## src/rtl/rs232_pkg.sv

```systemverilog
// Shared definitions for the RS-232 link (receiver and transmitter).
// Holds the default frame geometry and the receiver state encoding.
package rs232_pkg;

  localparam int RS232_DATA_BITS    = 8;
  localparam int RS232_CLKS_PER_BIT = 16;

  typedef enum logic [2:0] {
    IDLE,
    START,
    DATA,
    PARITY,
    STOP,
    WAIT_HIGH
  } rx_state_t;

endpackage

```

## src/rtl/rs232_rx_sync.sv

```systemverilog
// Two-flop synchronizer for a single asynchronous input.
// Both flops load rst_val while reset is asserted, so an idle-high line
// does not look like a start edge straight out of reset.
module rs232_rx_sync (
  input  logic clk,
  input  logic rst_n,
  input  logic rst_val,
  input  logic async_in,
  output logic sync_out
);

  logic meta;

  // Two back-to-back flops give the first one a full cycle to settle.
  always_ff @(posedge clk or negedge rst_n) begin
    if (!rst_n) begin
      meta     <= rst_val;
      sync_out <= rst_val;
    end else begin
      meta     <= async_in;
      sync_out <= meta;
    end
  end

endmodule

```

## src/rtl/rs232_receiver.sv

```systemverilog
// RS-232 receiver: idle high, start bit 0, DATA_BITS data bits LSB first,
// one stop bit 1. The line is oversampled CLKS_PER_BIT times per bit and
// each bit is sampled at mid-bit.
// Optional feature macro: RX_PARITY_EN adds an even-parity bit after the
// data bits and a parity_err strobe output.
module rs232_receiver
  import rs232_pkg::*;
#(
  parameter int CLKS_PER_BIT = RS232_CLKS_PER_BIT,
  parameter int DATA_BITS    = RS232_DATA_BITS
) (
  input  logic                 clk,
  input  logic                 rst_n,
  input  logic                 rx_bit,
  output logic [DATA_BITS-1:0] data,
  output logic                 data_valid,
  output logic                 idle,
  output logic                 busy,
`ifdef RX_PARITY_EN
  output logic                 parity_err,
`endif
  output logic                 frame_err
);

  localparam int CNT_W = $clog2(CLKS_PER_BIT);
  localparam int IDX_W = $clog2(DATA_BITS + 1);

  // The start bit is checked halfway in; after that every sample is one
  // full bit period later, which keeps all later samples at mid-bit.
  localparam logic [CNT_W-1:0] HALF_LAST = CNT_W'(CLKS_PER_BIT / 2 - 1);
  localparam logic [CNT_W-1:0] BIT_LAST  = CNT_W'(CLKS_PER_BIT - 1);
  localparam logic [IDX_W-1:0] IDX_LAST  = IDX_W'(DATA_BITS - 1);

  logic                 rx_s;
  rx_state_t            state, state_n;
  logic [CNT_W-1:0]     cnt, cnt_n;
  logic [IDX_W-1:0]     idx, idx_n;
  logic [DATA_BITS-1:0] sh, sh_n;
  logic [DATA_BITS-1:0] data_n;
  logic                 data_valid_n;
  logic                 frame_err_n;
`ifdef RX_PARITY_EN
  logic                 par_bad, par_bad_n;
  logic                 parity_err_n;
`endif

  rs232_rx_sync u_sync (
    .clk      (clk),
    .rst_n    (rst_n),
    .rst_val  (1'b1),
    .async_in (rx_bit),
    .sync_out (rx_s)
  );

  assign idle = (state == IDLE);
  assign busy = (state != IDLE);

  // State, counters, shift register and registered outputs.
  always_ff @(posedge clk or negedge rst_n) begin
    if (!rst_n) begin
      state      <= IDLE;
      cnt        <= '0;
      idx        <= '0;
      sh         <= '0;
      data       <= '0;
      data_valid <= 1'b0;
      frame_err  <= 1'b0;
`ifdef RX_PARITY_EN
      par_bad    <= 1'b0;
      parity_err <= 1'b0;
`endif
    end else begin
      state      <= state_n;
      cnt        <= cnt_n;
      idx        <= idx_n;
      sh         <= sh_n;
      data       <= data_n;
      data_valid <= data_valid_n;
      frame_err  <= frame_err_n;
`ifdef RX_PARITY_EN
      par_bad    <= par_bad_n;
      parity_err <= parity_err_n;
`endif
    end
  end

  // Next-state and next-output logic; strobes default low every cycle.
  always_comb begin
    state_n      = state;
    cnt_n        = cnt;
    idx_n        = idx;
    sh_n         = sh;
    data_n       = data;
    data_valid_n = 1'b0;
    frame_err_n  = 1'b0;
`ifdef RX_PARITY_EN
    par_bad_n    = par_bad;
    parity_err_n = 1'b0;
`endif
    case (state)
      IDLE: begin
        if (!rx_s) begin
          state_n = START;
          cnt_n   = '0;
        end
      end
      START: begin
        if (cnt == HALF_LAST) begin
          cnt_n   = '0;
          idx_n   = '0;
          state_n = rx_s ? IDLE : DATA;
        end else begin
          cnt_n = cnt + 1'b1;
        end
      end
      DATA: begin
        if (cnt == BIT_LAST) begin
          cnt_n = '0;
          sh_n  = {rx_s, sh[DATA_BITS-1:1]};
          idx_n = idx + 1'b1;
          if (idx == IDX_LAST) begin
`ifdef RX_PARITY_EN
            state_n = PARITY;
`else
            state_n = STOP;
`endif
          end
        end else begin
          cnt_n = cnt + 1'b1;
        end
      end
`ifdef RX_PARITY_EN
      PARITY: begin
        if (cnt == BIT_LAST) begin
          cnt_n     = '0;
          par_bad_n = rx_s ^ (^sh);
          state_n   = STOP;
        end else begin
          cnt_n = cnt + 1'b1;
        end
      end
`endif
      STOP: begin
        if (cnt == BIT_LAST) begin
          cnt_n = '0;
          if (rx_s) begin
            state_n = IDLE;
`ifdef RX_PARITY_EN
            if (par_bad) begin
              parity_err_n = 1'b1;
            end else begin
              data_n       = sh;
              data_valid_n = 1'b1;
            end
`else
            data_n       = sh;
            data_valid_n = 1'b1;
`endif
          end else begin
            frame_err_n = 1'b1;
            state_n     = WAIT_HIGH;
          end
        end else begin
          cnt_n = cnt + 1'b1;
        end
      end
      WAIT_HIGH: begin
        if (rx_s) begin
          state_n = IDLE;
        end
      end
      default: begin
        state_n = IDLE;
      end
    endcase
  end

endmodule

```

## config.mk

```make
export PLATFORM = sky130hd
export DESIGN_NAME = rs232_receiver
export DESIGN_NICKNAME = d
export VERILOG_FILES = /design/src/rtl/rs232_pkg.sv /design/src/rtl/rs232_rx_sync.sv /design/src/rtl/rs232_receiver.sv
export SDC_FILE = /design/constraint.sdc
export NUM_CORES = 1
export LEC_CHECK = 0
export BUFFER_PORTS_ARGS = -buffer_cell sky130_fd_sc_hd__buf_2
export CAP_MARGIN = 20
export CORE_UTILIZATION = 57
export DETAILED_ROUTE_END_ITERATION = 12
export PLACE_DENSITY = 0.82
export SETUP_SLACK_MARGIN = 0.4
export SYNTH_ARGS = -nofsm -noshare
export SYNTH_HDL_FRONTEND = slang
export SYNTH_SLANG_ARGS = --single-unit
```

## constraint.sdc

```tcl
create_clock -name clk -period 2.12 [get_ports clk]
set_input_delay 0.212 -clock clk [delete_from_list [all_inputs] [get_ports clk]]
set_output_delay 0.212 -clock clk [all_outputs]
set_load 0.01 [all_outputs]
```

==> results of run 1 <==
==> registers in the layout, summed over array words and instances (netlist names), 3 cells and up <==
| register | count |
|---|---|
| data | 8 |
| sh | 8 |
| cnt | 4 |
| idx | 4 |
| state | 3 |
==> power by group through the flow <==
stage / combinational (mW) / sequential (mW) / clock, mW
CTS: 0.383 / 0.771 / 0.349
finish: 0.390 / 0.778 / 0.334
global route: 0.437 / 0.794 / 0.378
detailed placement: 0.377 / 0.781 / 0
floorplan: 0.401 / 0.691 / 0
global placement: 0.364 / 0.776 / 0
==> what timing repair did <==
item	4_1_cts	5_1_grt
hold endpoints to repair	30	0
hold buffers	2	0
gates resized for setup	2	4
endpoints found under the setup margin	14	17
==> per-stage QoR <==
stage	hold slack, ns	worst slack (ns)
floorplan	-0.08359	0.5267
global placement	0.2762	0.4153
detailed placement	0.2917	0.3538
CTS	0.3618	0.4112
global route	0.3682	0.3970
finish	0.3605	0.4810
==> path summary, 6_finish.rpt <==
path,start,to,slack [ns],depth (start not counted)
hold reg to reg,u_sync.meta,u_sync.sync_out,0.36,0
setup / recovery,state[0],idx[2],0.48,3
setup reg to reg,state[0],idx[2],0.48,3
min in group asynchronous,rst_n,sh[7],0.44,2
max in group asynchronous,rst_n,state[1],1.22,2
hold / removal,u_sync.meta,u_sync.sync_out,0.36,0
==> logic make-up (layout without fill, tap and decap cells) <==
kind of cell               Yosys count  in the layout
DFF                                 31             31
and+or+nand+nor                     31             31
AOI/OAI and AO/OA                   26             26
muxes                               16             16
buffers and inverters               15             33
adders and majority gates            2              2
==> per-layer routing <==
layer | track usage [%] | wire length, um | part of all wire [%] | vias up
li1 | - | - | - | 485
met2 | 35.23 | 1271 | 49 | 20
met5 | 0 | 0 | 0 | -
met1 | 28.71 | 1243 | 48 | 495
met4 | 10.96 | 0 | 0 | 0
met3 | 8.621 | 90 | 3.5 | 0
==> placed cells by master (no fill, tap or decap), types with 2 or more instances in the layout <==
| master | instances |
|---|---|
| buf_2 | 14 |
| a21oi_1 | 3 |
| dfrtp_1 | 27 |
| buf_4 | 3 |
| or3_1 | 3 |
| inv_1 | 6 |
| a32o_1 | 2 |
| dfstp_2 | 2 |
| clkinvlp_4 | 2 |
| nor2_1 | 2 |
| dfrtp_2 | 2 |
| clkbuf_4 | 5 |
| mux2_2 | 16 |
| dlygate4sd3_1 | 2 |
| a221o_1 | 2 |
| o21ai_0 | 3 |
| nand2b_1 | 2 |
| a31oi_1 | 3 |
| nand3_1 | 2 |
| nand3b_1 | 3 |
| nand4b_1 | 2 |
| nand2_1 | 3 |
| nor2b_1 | 2 |
==> worst max-delay path, delay by kind of cell, from the launching register on <==
family | cells | cell delay [ns]
simple gates | 1 | 0.40
compound gates | 2 | 0.52
flops | 1 | 0.59
==> layout make-up <==
| class | count | area share [%] |
|---|---|---|
| clock buffer | 5 | 2.264 |
| clock inverter | 3 | 1.208 |
| inverter | 6 | 1.358 |
| multi-input combinational | 75 | 39.02 |
| sequential | 31 | 47.09 |
| tap | 30 | 2.264 |
| timing repair buffer | 19 | 6.792 |
==> out/metrics.yaml, run 1 <==
status: "complete, no violations"
grt_usage_pct: 23.08
synth.area.top_cells: "dfrtp_1, mux2_2, dfstp_2"
p_sw_share_pct: 34.38
start_kind: "register"
critPathCaptureType: "register"
power.internal_mw: 0.9855
p_leak_nw: 0.8014
maxSlewHeadroom_pct: 55.77
place_inst: 159
synth_seq_area_share_pct: 52.45
insertion_delay_ns: 0.33
core_mm2: 0.002477
register_area_um2: 780.7
slowest_delay_ns: 0.59
cts_buffers: 5
setup_viol: 0
synth_top_family_by_area: "simple AND/OR/NAND/NOR gates"
max_cap_viol_count: 0
final_core_util_pct: 66.92
cts_tree: "done"
drt-wirelength-per-cell_um: 15.41
ys_seq_elements: 31
diodes: 0
grt_pass1_vias: 982
max_freq_mhz: 610.1
tightest_slew_ns: 0.6634
synth.avg_cell_area_um2: 12.26
fin_worst_skew_ns: 0.008938
multi_input_area_um2: 646.9
num_rows: 18
synthFlopType: "dfrtp_1"
portBuffers: 14
fin_nets: 143
fp.dieArea_mm2: 0.002812
pwr-share-clk_pct: 22.2
grt_pass1_wl_um: 4464
crit_chain: "or3b_1 -> a211oi_2 -> o211ai_1"
synth_xor_area_share_pct: 0
die_h_um: 53.03
syn_nets: 126
critPathRequiredTime_ns: 2.32
drt-vias-per-instance: 5.917
cts.path.max_buffers: 2
synth.most_common_cell: "dfrtp_1"
final.setup.tns_ns: 0
cts-root-buf: "clkbuf_4"
async_reset_ff_share_pct: 100.0
antenna_found_initial: 0
cp_max_fo: 20
combPwrFrac_pct: 26.0
first_pass_iters: 4
ys_top_cells_by_count: "dfrtp_1, mux2_2, inv_1"
yosys.area_share.simple_pct: 14.76
gp_congestion: 0.7998
stdcell_count: 169
switchingPower_mw: 0.5163
hold_violations: 0
finalWirelength_um: 2605
postLayoutCellArea_mm2: 0.001658
seq_power_share_pct: 51.8
drcViolationCount: 0
cts_htree_levels: 2
cp_slowest_cell: "dfrtp_2"
fin_crit_sh_pct: 77.31
grt_max_degree: 32
ir_drop_uv: 765.2
synth_compound_area_share_pct: 13.91
die_x_um: 53.03
drtAntennaViolNets: 0
area_growth_pct: 11.72
synth_edf_count: 0
rsz0062_at_grt: "false"
postCtsSetupRepairBufs: 0
min_period_ns: 1.639
hpwl_um: 1771
synth_top_area_share_pct: 48.90
place_area_mm2: 0.001562
holdCritPathClass: "register to register"
critical_path_class: "register to register"
powerDensity_mw_per_mm2: 905.9
ios: 15
syn-instance-count: 121
yosys.area.top_type: "dfrtp_1"
maxSlewViolCount: 0
final_layout_size_suffix_gt1_share_pct: 38.13
grt-ovfl-total: 0
yosysUniqueCellTypes: 46
fillCellCount: 185
finalPower_mw: 1.502
ys_warn_count: 0
muxShareOfSynthArea_pct: 12.14
start_util_pct: 59.90
clock-sinks: 31
arrival_ns: 1.84
vias: 1000
clkSlewWorstSetupHoldPaths_ns: 0.11
drt_iter0_markers: 27
synth_fa_ha_area_share_pct: 1.686
netlist_area_mm2: 0.001484
(Power assumes the default switching activity.)
==> inputs of run 2 (changes only) <==
ABC_AREA = 1   (was unset)
CORE_UTILIZATION = 51   (was 57)
PLACE_DENSITY = 0.78   (was 0.82)
clock period = 1.5 ns   (was 2.12 ns; I/O delays follow)
==> run 2 against run 1 <==
Against the previous run:
- combinational power increased to 3.1 times the previous value
- highest routed layer is now met4
- core utilization increased by 4.6 points
- die area increased by 10%
- final cell count increased by 39%
- sequential share of layout area decreased by 7.0 points
- clock skew increased by 0.0063 ns
- hold slack got worse by 0.013 ns
==> out/metrics.yaml, run 2 <==
status: "complete, no violations"
synthFlopType: "dfrtp_1"
crit_chain: "nor2_4 -> inv_2 -> nor2_4 -> inv_2 -> buf_6"
synth.most_common_cell: "nand2_1"
synth_top_area_share_pct: 49.28  # +0.37 points
maxSlewViolCount: 0  # unchanged
grt_pass1_wl_um: 5319  # +19%
critPathCaptureType: "output port"
syn-instance-count: 164  # +36%
cp_max_fo: 2  # -90%
drt_iter0_markers: 37  # +37%
final_core_util_pct: 71.49  # +4.6 points
synth_edf_count: 0  # unchanged
rsz0062_at_grt: "true"
layout_commonest_cell: "nand2_1"
num_rows: 19  # +1
yosys.area.top_type: "dfrtp_1"
start_kind: "register"
r2r_cells: 7  # +4
area_growth_pct: 32.71
setup_viol: 0  # unchanged
ys_top_cells_by_count: "nand2_1, dfrtp_1, inv_1"
ys_seq_elements: 31  # unchanged
clock-sinks: 31  # unchanged
diodes: 0  # unchanged
arrival_ns: 1.25  # -0.59 ns
fin_worst_skew_ns: 0.01527  # +0.006333 ns
core_mm2: 0.002734  # +10%
yosysUniqueCellTypes: 23  # -50%
multi_input_area_um2: 728.2  # +13%
start_util_pct: 53.87  # -6.0 points
fin_crit_sh_pct: 93.59
cts_tree: "done"
grt_max_degree: 32  # unchanged
ys_warn_count: 0  # unchanged
maxSlewHeadroom_pct: 55.68  # -0.097 points
r2r_start: "cnt[0]"
p_leak_nw: 0.9823  # +23%
synth.area.top_cells: "dfrtp_1, nand2_1, o21ai_2"
ir_drop_uv: 1444  # +89%
final_layout_size_suffix_gt1_share_pct: 45.10  # +7.0 points
finalWirelength_um: 3207  # +23%
drtAntennaViolNets: 0  # unchanged
syn_nets: 169  # +34%
cts-root-buf: "clkbuf_4"
cts_buffers: 5  # unchanged
ios: 15  # unchanged
grt_usage_pct: 22.84  # -0.24 points
cts.path.max_buffers: 2  # unchanged
critPathRequiredTime_ns: 1.35  # -0.97 ns
drcViolationCount: 0  # unchanged
fp.dieArea_mm2: 0.003106  # +10%
portBuffers: 14  # unchanged
clkSlewWorstSetupHoldPaths_ns: 0.11  # about the same
hpwl_um: 1707  # -3.6%
critical_path_class: "register to output port"
gp_congestion: 0.8702  # +8.8%
layout_common_cells: "nand2_1, dfrtp_1, nand2_2, inv_1"
max_freq_mhz: 712.3
fin_nets: 208  # +45%
drt-wirelength-per-cell_um: 13.65  # -11%
tightest_slew_ns: 0.6649  # +0.001459 ns
r2r_end: "cnt[0]"
startpoint: "state[0]"
synth.avg_cell_area_um2: 8.980  # -27%
min_period_ns: 1.404
grt-ovfl-total: 0  # unchanged
grt_pass1_vias: 1185  # +21%
fillCellCount: 187  # +1.1%
insertion_delay_ns: 0.35  # +0.02 ns
critPathBufInv: 3  # +3
register_area_um2: 783.3  # +0.32%
holdCritPathClass: "input pin to async pin"
die_h_um: 55.74  # +5.1%
slowest_delay_ns: 0.44  # -0.15 ns
reg.largest.list: "data x8, sh x8"
cts_htree_levels: 2  # unchanged
cp_slowest_cell: "dfrtp_2"
r2r_slack_ns: 0.11  # -0.37 ns
first_pass_iters: 4  # unchanged
final.setup.tns_ns: 0  # unchanged
hold_violations: 0  # unchanged
critPathTopFamily: "flip-flops"
drt-vias-per-instance: 5.191  # -12%
powerDensity_mw_per_mm2: 1364  # +51%
netlist_area_mm2: 0.001473  # -0.76%
vias: 1220  # +22%
async_reset_ff_share_pct: 100.0  # unchanged
synth_seq_area_share_pct: 52.85  # +0.40 points
antenna_found_initial: 0  # unchanged
die_x_um: 55.74  # +5.1%
max_cap_viol_count: 0  # unchanged
-- run 2: cell type report --
class	instances	share of cell area, %
clock buffer	6	2.113
inverter	20	4.289
tap	31	1.985
multi-input combinational	112	37.26
sequential	31	40.08
clock inverter	2	0.6402
timing repair buffer	33	13.64
-- run 2: how the worst max path moves through the flow --
stage	endpoint	slack, ns	depth (start not counted)
5_1_grt	busy	0.05	5
2_1_floorplan	sh[7]	0.24	7
6_report	busy	0.1	5
4_1_cts	busy	0.13	5
3_5_place_dp	idx[0]	0.06	7
3_3_place_gp	sh[7]	0.15	6
-- run 2: logic make-up after synthesis --
group	synth area share [%]
flip-flops	52.85
AND/OR/NAND/NOR	27.53
adder cells (fa/ha/maj)	1.699
buffers and inverters	6.627
XOR/XNOR	0.5948
AO/OA/AOI/OAI	10.71
-- run 2: stage by stage --
step / std cells / worst slack (ns) / hold slack (ns) / power (mW) / instance area, um^2
final: 235 / 0.09619 / 0.3475 / 2.665 / 1954
after detailed placement: 207 / 0.05533 / 0.2191 / 1.659 / 1590
after global placement: 207 / 0.1474 / 0.2222 / 1.640 / 1590
after floorplan: 164 / 0.2386 / -0.1456 / 1.511 / 1508
after global routing: 235 / 0.04580 / 0.3631 / 2.792 / 1954
after CTS: 230 / 0.1321 / 0.3614 / 2.376 / 1864
-- run 2: where the power goes --
group / internal (mW) / switching (mW)
combinational: 0.533 / 0.653
sequential: 0.905 / 0.0853
clock: 0.180 / 0.309
-- run 2: what timing repair did --
action	in CTS	in global routing
gates resized for setup	21	15
hold buffers	2	0
endpoints found under the hold margin	30	0
pin swaps	9	5
endpoints found under the setup margin	31	31
buffers inserted	12	5
gates cloned	1	0
-- run 2: layer usage --
metal	vias to the layer above	track usage, %	part of all wire (%)
met1	588	27.91	45
met4	0	14.64	2.4
li1	595	-	-
met5	-	0	0
met3	10	5.116	4.0
met2	27	36.49	49
